[src/rtl/adder_arbiter_pkg.sv]
// Shared types and helpers for the round-robin arbitrated adder/subtractor.
package adder_arbiter_pkg;

  typedef enum logic {EMPTY = 1'b0, FULL = 1'b1} state_e;

  // Operand slicing works on a widened bus so one function serves any WIDTH/NREQ.
  localparam int MAXW   = 64;
  localparam int MAXN   = 16;
  localparam int MAXBUS = MAXW * MAXN;

  function automatic int idw(input int n);
    return (n <= 2) ? 1 : $clog2(n);
  endfunction

  function automatic logic [MAXW-1:0] sel_op(input logic [MAXBUS-1:0] flat_bus,
                                             input int unsigned idx,
                                             input int unsigned w);
    logic [MAXBUS-1:0] sh;
    sh = flat_bus >> (idx * w);
    return sh[MAXW-1:0];
  endfunction

endpackage

[src/rtl/adder_arbiter_if.sv]
// Request/response bundle between the clients, the consumer and the shared adder.
interface adder_arbiter_if import adder_arbiter_pkg::*; #(
  parameter int WIDTH = 16,
  parameter int NREQ  = 4
);
  localparam int IDW = idw(NREQ);

  logic [NREQ-1:0]       ReqValid;
  logic [NREQ-1:0]       ReqReady;
  logic [NREQ*WIDTH-1:0] ReqA;
  logic [NREQ*WIDTH-1:0] ReqB;
  logic [NREQ-1:0]       ReqSub;
  logic                  RespValid;
  logic                  RespReady;
  logic [IDW-1:0]        RespId;
  logic [WIDTH-1:0]      OutSum;
  logic                  CarryOut;
  logic                  OverFlow;

  modport master (output ReqValid, ReqA, ReqB, ReqSub, RespReady,
                  input  ReqReady, RespValid, RespId, OutSum, CarryOut, OverFlow);
  modport slave  (input  ReqValid, ReqA, ReqB, ReqSub, RespReady,
                  output ReqReady, RespValid, RespId, OutSum, CarryOut, OverFlow);
endinterface

[src/rtl/adder_arbiter_rr_arbiter.sv]
// Round-robin arbiter: search starts one past the last accepted grant and wraps.
module rr_arbiter import adder_arbiter_pkg::*; #(
  parameter int NREQ = 4
) (
  input  logic                     Clk,
  input  logic                     Reset,
  input  logic [NREQ-1:0]          Req,
  input  logic                     Advance,
  output logic [NREQ-1:0]          Grant,
  output logic [idw(NREQ)-1:0]     GrantIdx
);
  localparam int IDW = idw(NREQ);

  logic [IDW-1:0] last_q, last_d;
  logic           found;
  logic [IDW-1:0] jidx;
  int             j;

  always_comb begin
    Grant    = '0;
    GrantIdx = last_q;
    found    = 1'b0;
    j        = 0;
    jidx     = '0;
    for (int k = 1; k <= NREQ; k++) begin
      j = int'(last_q) + k;
      if (j >= NREQ) j = j - NREQ;
      jidx = IDW'(j);
      if (!found && Req[jidx]) begin
        found       = 1'b1;
        Grant[jidx] = 1'b1;
        GrantIdx    = jidx;
      end
    end
  end

  assign last_d = Advance ? GrantIdx : last_q;

  // Reset to NREQ-1 so requester 0 is searched first.
  always_ff @(posedge Clk) begin
    if (Reset) last_q <= IDW'(NREQ - 1);
    else       last_q <= last_d;
  end
endmodule

[src/rtl/adder_arbiter.sv]
// One shared WIDTH-bit add/sub unit, granted round-robin, with a one-deep tagged result register.
module adder_arbiter import adder_arbiter_pkg::*; #(
  parameter int WIDTH = 16,
  parameter int NREQ  = 4
) (
  input logic            Clk,
  input logic            Reset,
  adder_arbiter_if.slave bus
);
  localparam int IDW = idw(NREQ);

  state_e           state_q, state_d;
  logic             open, accept;
  logic [NREQ-1:0]  grant;
  logic [IDW-1:0]   gidx;
  logic [WIDTH-1:0] a, b, bx;
  logic             cin;
  logic [WIDTH:0]   full;
  logic [WIDTH-1:0] sum_q, sum_d;
  logic             co_q, co_d, ov_q, ov_d;
  logic [IDW-1:0]   id_q, id_d;

  // Gating with !Reset keeps ReqReady low so nothing completes in a reset cycle.
  assign open   = !Reset && (state_q == EMPTY || bus.RespReady);
  assign accept = |grant;

  rr_arbiter #(.NREQ(NREQ)) u_arb (
    .Clk      (Clk),
    .Reset    (Reset),
    .Req      (bus.ReqValid & {NREQ{open}}),
    .Advance  (accept),
    .Grant    (grant),
    .GrantIdx (gidx)
  );

  assign a    = WIDTH'(sel_op(MAXBUS'(bus.ReqA), int'(gidx), WIDTH));
  assign b    = WIDTH'(sel_op(MAXBUS'(bus.ReqB), int'(gidx), WIDTH));
  assign cin  = bus.ReqSub[gidx];
  assign bx   = cin ? ~b : b;
  assign full = {1'b0, a} + {1'b0, bx} + {{WIDTH{1'b0}}, cin};

  always_comb begin
    state_d = state_q;
    sum_d   = sum_q;
    co_d    = co_q;
    ov_d    = ov_q;
    id_d    = id_q;
    if (accept) begin
      state_d = FULL;
      sum_d   = full[WIDTH-1:0];
      co_d    = full[WIDTH];
      ov_d    = (a[WIDTH-1] ^ full[WIDTH-1]) & (bx[WIDTH-1] ^ full[WIDTH-1]);
      id_d    = gidx;
    end else if (state_q == FULL && bus.RespReady) begin
      state_d = EMPTY;
    end
  end

  always_ff @(posedge Clk) begin
    if (Reset) begin
      state_q <= EMPTY;
      sum_q   <= '0;
      co_q    <= 1'b0;
      ov_q    <= 1'b0;
      id_q    <= '0;
    end else begin
      state_q <= state_d;
      sum_q   <= sum_d;
      co_q    <= co_d;
      ov_q    <= ov_d;
      id_q    <= id_d;
    end
  end

  assign bus.ReqReady  = grant;
  assign bus.RespValid = (state_q == FULL);
  assign bus.RespId    = id_q;
  assign bus.OutSum    = sum_q;
  assign bus.CarryOut  = co_q;
  assign bus.OverFlow  = ov_q;
endmodule

[src/flat_wrapper.sv]
// flat-port wrapper written by rule: the top's interface ports become plain ports
module adder_arbiter_flat import adder_arbiter_pkg::*;
#(
  parameter int WIDTH = 16,
  parameter int NREQ  = 4
)
  (Clk, Reset, bus_ReqValid, bus_ReqA, bus_ReqB, bus_ReqSub, bus_RespReady, bus_ReqReady, bus_RespValid, bus_RespId, bus_OutSum, bus_CarryOut, bus_OverFlow);
  adder_arbiter_if #(.WIDTH(WIDTH), .NREQ(NREQ)) bus_i ();
  input logic Clk;
  input logic Reset;
  input wire logic [$bits(bus_i.ReqValid)-1:0] bus_ReqValid;
  input wire logic [$bits(bus_i.ReqA)-1:0] bus_ReqA;
  input wire logic [$bits(bus_i.ReqB)-1:0] bus_ReqB;
  input wire logic [$bits(bus_i.ReqSub)-1:0] bus_ReqSub;
  input wire logic [$bits(bus_i.RespReady)-1:0] bus_RespReady;
  output wire logic [$bits(bus_i.ReqReady)-1:0] bus_ReqReady;
  output wire logic [$bits(bus_i.RespValid)-1:0] bus_RespValid;
  output wire logic [$bits(bus_i.RespId)-1:0] bus_RespId;
  output wire logic [$bits(bus_i.OutSum)-1:0] bus_OutSum;
  output wire logic [$bits(bus_i.CarryOut)-1:0] bus_CarryOut;
  output wire logic [$bits(bus_i.OverFlow)-1:0] bus_OverFlow;
  assign bus_i.ReqValid = bus_ReqValid;
  assign bus_i.ReqA = bus_ReqA;
  assign bus_i.ReqB = bus_ReqB;
  assign bus_i.ReqSub = bus_ReqSub;
  assign bus_i.RespReady = bus_RespReady;
  assign bus_ReqReady = bus_i.ReqReady;
  assign bus_RespValid = bus_i.RespValid;
  assign bus_RespId = bus_i.RespId;
  assign bus_OutSum = bus_i.OutSum;
  assign bus_CarryOut = bus_i.CarryOut;
  assign bus_OverFlow = bus_i.OverFlow;
  adder_arbiter #(.WIDTH(WIDTH), .NREQ(NREQ)) u_core (.Clk(Clk), .Reset(Reset), .bus(bus_i));
endmodule
[config.mk]
export PLATFORM = sky130hd
export DESIGN_NAME = adder_arbiter_flat
export DESIGN_NICKNAME = d
export VERILOG_FILES = /design/src/rtl/adder_arbiter_pkg.sv /design/src/rtl/adder_arbiter_if.sv /design/src/rtl/adder_arbiter_rr_arbiter.sv /design/src/rtl/adder_arbiter.sv /design/src/flat_wrapper.sv
export SDC_FILE = /design/constraint.sdc
export NUM_CORES = 1
export LEC_CHECK = 0
export ABC_AREA = 1
export BUFFER_PORTS_ARGS = -buffer_cell sky130_fd_sc_hd__buf_2
export CELL_PAD_IN_SITES_DETAIL_PLACEMENT = 1
export CELL_PAD_IN_SITES_GLOBAL_PLACEMENT = 2
export CORE_UTILIZATION = 25
export DETAILED_ROUTE_END_ITERATION = 6
export GPL_TIMING_DRIVEN = 0
export PLACE_DENSITY_LB_ADDON = 0.1
export SLEW_MARGIN = 20
export SYNTH_ARGS = -nofsm -noshare
export SYNTH_HDL_FRONTEND = slang
export SYNTH_SLANG_ARGS = --single-unit
[constraint.sdc]
create_clock -name Clk -period 6.2 [get_ports Clk]
set_input_delay 0.93 -clock Clk [delete_from_list [all_inputs] [get_ports Clk]]
set_output_delay 0.93 -clock Clk [all_outputs]
set_load 0.005 [all_outputs]
==> metrics.txt <==
post-route setup TNS=0 ns; # IOs=roughly 160; Final Skew=0.00369 ns; Worst-path clk slew=0.06 ns; top-count cell post-synth=nand2_1; Mapped Cells=503; Pre-antenna DRT Iters=5; # nets final=830; hold bufs inserted after CTS=0; fraction of registers with async set/reset=0%; FF-to-FF setup slack=0.76 ns; HP Start=u_core.bus.RespId[0]; clock latency on the worst-skew pair=0.25 ns; top post-synthesis cells by area=dfxtp_1 (14%), nand2_1 (8.8%), a21oi_1 (8.4%); status=complete, no violations; final worst slack=between 0.7 and 0.8 ns; GRT Total Usage=19.1%; ANT nets after route=0; critical path data arrival time=about 5.6 ns; hold depth=2; Via-to-Cell Ratio=4.76; Synth top cells by count=nand2_1 (77), a21oi_1 (55), o21ai_0 (51), inv_1 (47), nand3_1 (33); share of cells above drive strength 1=between 30 and 40%; Core ar.=about 13000 um^2; Die Y=117 um; number of max-cap violations=0; synth-to-layout area growth=33.8%; Post-CTS Setup Inserts=0; f_max=184 MHz; synth warn=0; initial detailed-routing violation count=120; Fill cells=1710; endpoint class of the critical path=register; FF-to-FF path depth=27; Crit path required time=approximately 6.3 ns; EDFF count, synth=0; Endpoint, Worst Hold=u_core.bus.RespId[0]; DRC viols=0; width of the die=117 um; syn_nets=662; multi-input combinational cell area=around 2500 um^2; crit-path max FO=10; DIE AREA=13600 um^2; vias in the first global route=4258; highest-delay cell along the critical path=dfxtp_1; Seq cells post-synth=23; Post-Syn Area=3280 um^2; r2r startpoint=u_core.u_arb.last_q[1]; vias=~4000; Initial Utilization=between 20% and 30%; RSZ-0062 raised after global routing=no; Crit Path Class=register to register; CTS Buf Count=3; Mapped Avg Cell Area=roughly 6.5 um^2; Post-CTS Resized=0; HPWL Detailed=11100 um; CP dominant cell by count=nand3_1; largest area contributor in the netlist=dfxtp_1; post-synth top area share=14.0%; remaining global-route overflow=0; routed wire length per instance=approximately 15 um; CTS max path bufs=2; main flop type after synthesis=dfxtp_1; type of origin of the critical path=register; crit path buf inv count=5; Worst path top cell family by delay=simple AND/OR/NAND/NOR gates; CTS tree=built; final WL=12900 um; largest net degree at the start of global routing=14; Buffers on Ports=163; Sequential Area=460 um^2; endpoints failing setup=0; utilization after layout=approximately a third; Hold Fails Final Rpt=0; H-tree levels=1; Cell Rows=41; first-pass GRT wire length=20700 um; Max Slew Vio Count=0; synth unique cells=41; diode count=0; Tightest Pin Transition=roughly 0.59 ns; clk sink count=23; CTS Root Cell=clkbuf_16; Reg2Reg Capture Point=u_core.bus.OutSum[14]; routability cong.=0.853; Seq/Total Area, Yosys=14.0%; final period utilization=87.7%; max incr delay on CP=between 0.4 and 0.5 ns; Post-Place Setup Slack=roughly 0.66 ns; initial antenna violation count=0; min Tclk post-route=between 5 and 6 ns; Worst Hold Class=register to register; relative slew slack=a little over 60%
-- kinds of logic (layout without fill, tap and decap cells) --
family	Yosys count	count (layout)	synth area share, %
AOI/OAI and AO/OA	157	157	27.6
xor gates and xnor gates	25	25	6.67
adders and majority gates	20	20	7.85
buffers and inverters	80	247	10.5
DFF	23	23	14.0
muxes	21	21	6.44
and+or+nand+nor	177	177	26.9
-- tightest hold or removal path, delay by kind of cell, from the launching register on --
family / cells / cell delay [ns]
flip-flops: 1 / 0.31
AO/OA/AOI/OAI: 1 / 0.05
AND/OR/NAND/NOR: 1 / 0.06
-- cell usage in the layout (no fill, tap or decap), types with 5 or more instances in the layout --
master,n
buf_2,172
nand2_1,77
a21oi_1,55
o21ai_0,51
inv_1,47
nand3_1,33
nor2_1,29
dfxtp_1,23
mux2i_1,20
xor2_1,19
ha_1,19
o211ai_1,18
clkbuf_1,11
o22ai_1,10
o32ai_1,9
nand2_2,8
nand2_4,7
nand4_1,7
xnor2_1,6
nand3b_1,5
-- state kept, by name (all words and copies together), names as in the netlist --
register              cells
u_core.bus.OverFlow       1
u_core.bus.OutSum        16
u_core.bus.RespId         2
u_core.bus.RespValid      1
u_core.bus.CarryOut       1
u_core.u_arb.last_q       2
-- how the worst max path moves through the flow --
stage / endpoint / slack, ns / from / cells after the start
final: u_core.bus.OutSum[14] / 0.76 / u_core.u_arb.last_q[1] / 27
after global routing: u_core.bus.OutSum[14] / 0.29 / u_core.u_arb.last_q[1] / 27
after CTS: u_core.bus.OutSum[14] / 0.74 / u_core.u_arb.last_q[1] / 27
after detailed placement: u_core.bus.OutSum[14] / 0.66 / bus_RespReady / 31
after global placement: u_core.bus.OutSum[14] / 0.67 / bus_RespReady / 31
after floorplan: u_core.bus.OutSum[14] / 1.77 / bus_RespReady / 31
-- per-layer routing --
metal / part of all wire, % / GRT usage (%)
met5: 0 / 0
met4: 0.90 / 2.19
met3: 4.6 / 2.18
met1: 46 / 24.3
met2: 48 / 35.5
-- area by class of cell --
cell class	instances	area share, %
inverters	51	4.36
plain buffers	29	3.50
repair buffers	163	18.6
multi-input cells	400	56.4
clock buffers	3	1.71
flip-flops and latches	23	10.5
clock inverters	1	0.114
well taps	172	4.90
-- through the flow --
step / hold slack (ns) / area [um^2] / cells
after floorplan: 0.451 / 3280 / 503
after global placement: 0.465 / 4310 / 838
after detailed placement: 0.455 / 4310 / 838
after CTS: 0.472 / 4390 / 842
after global routing: 0.490 / 4390 / 842
final: 0.472 / 4390 / 842
Power is left out: the tool's default activity adds up to more than one toggle a clock period on the data nets, which glitch-free logic cannot reach.
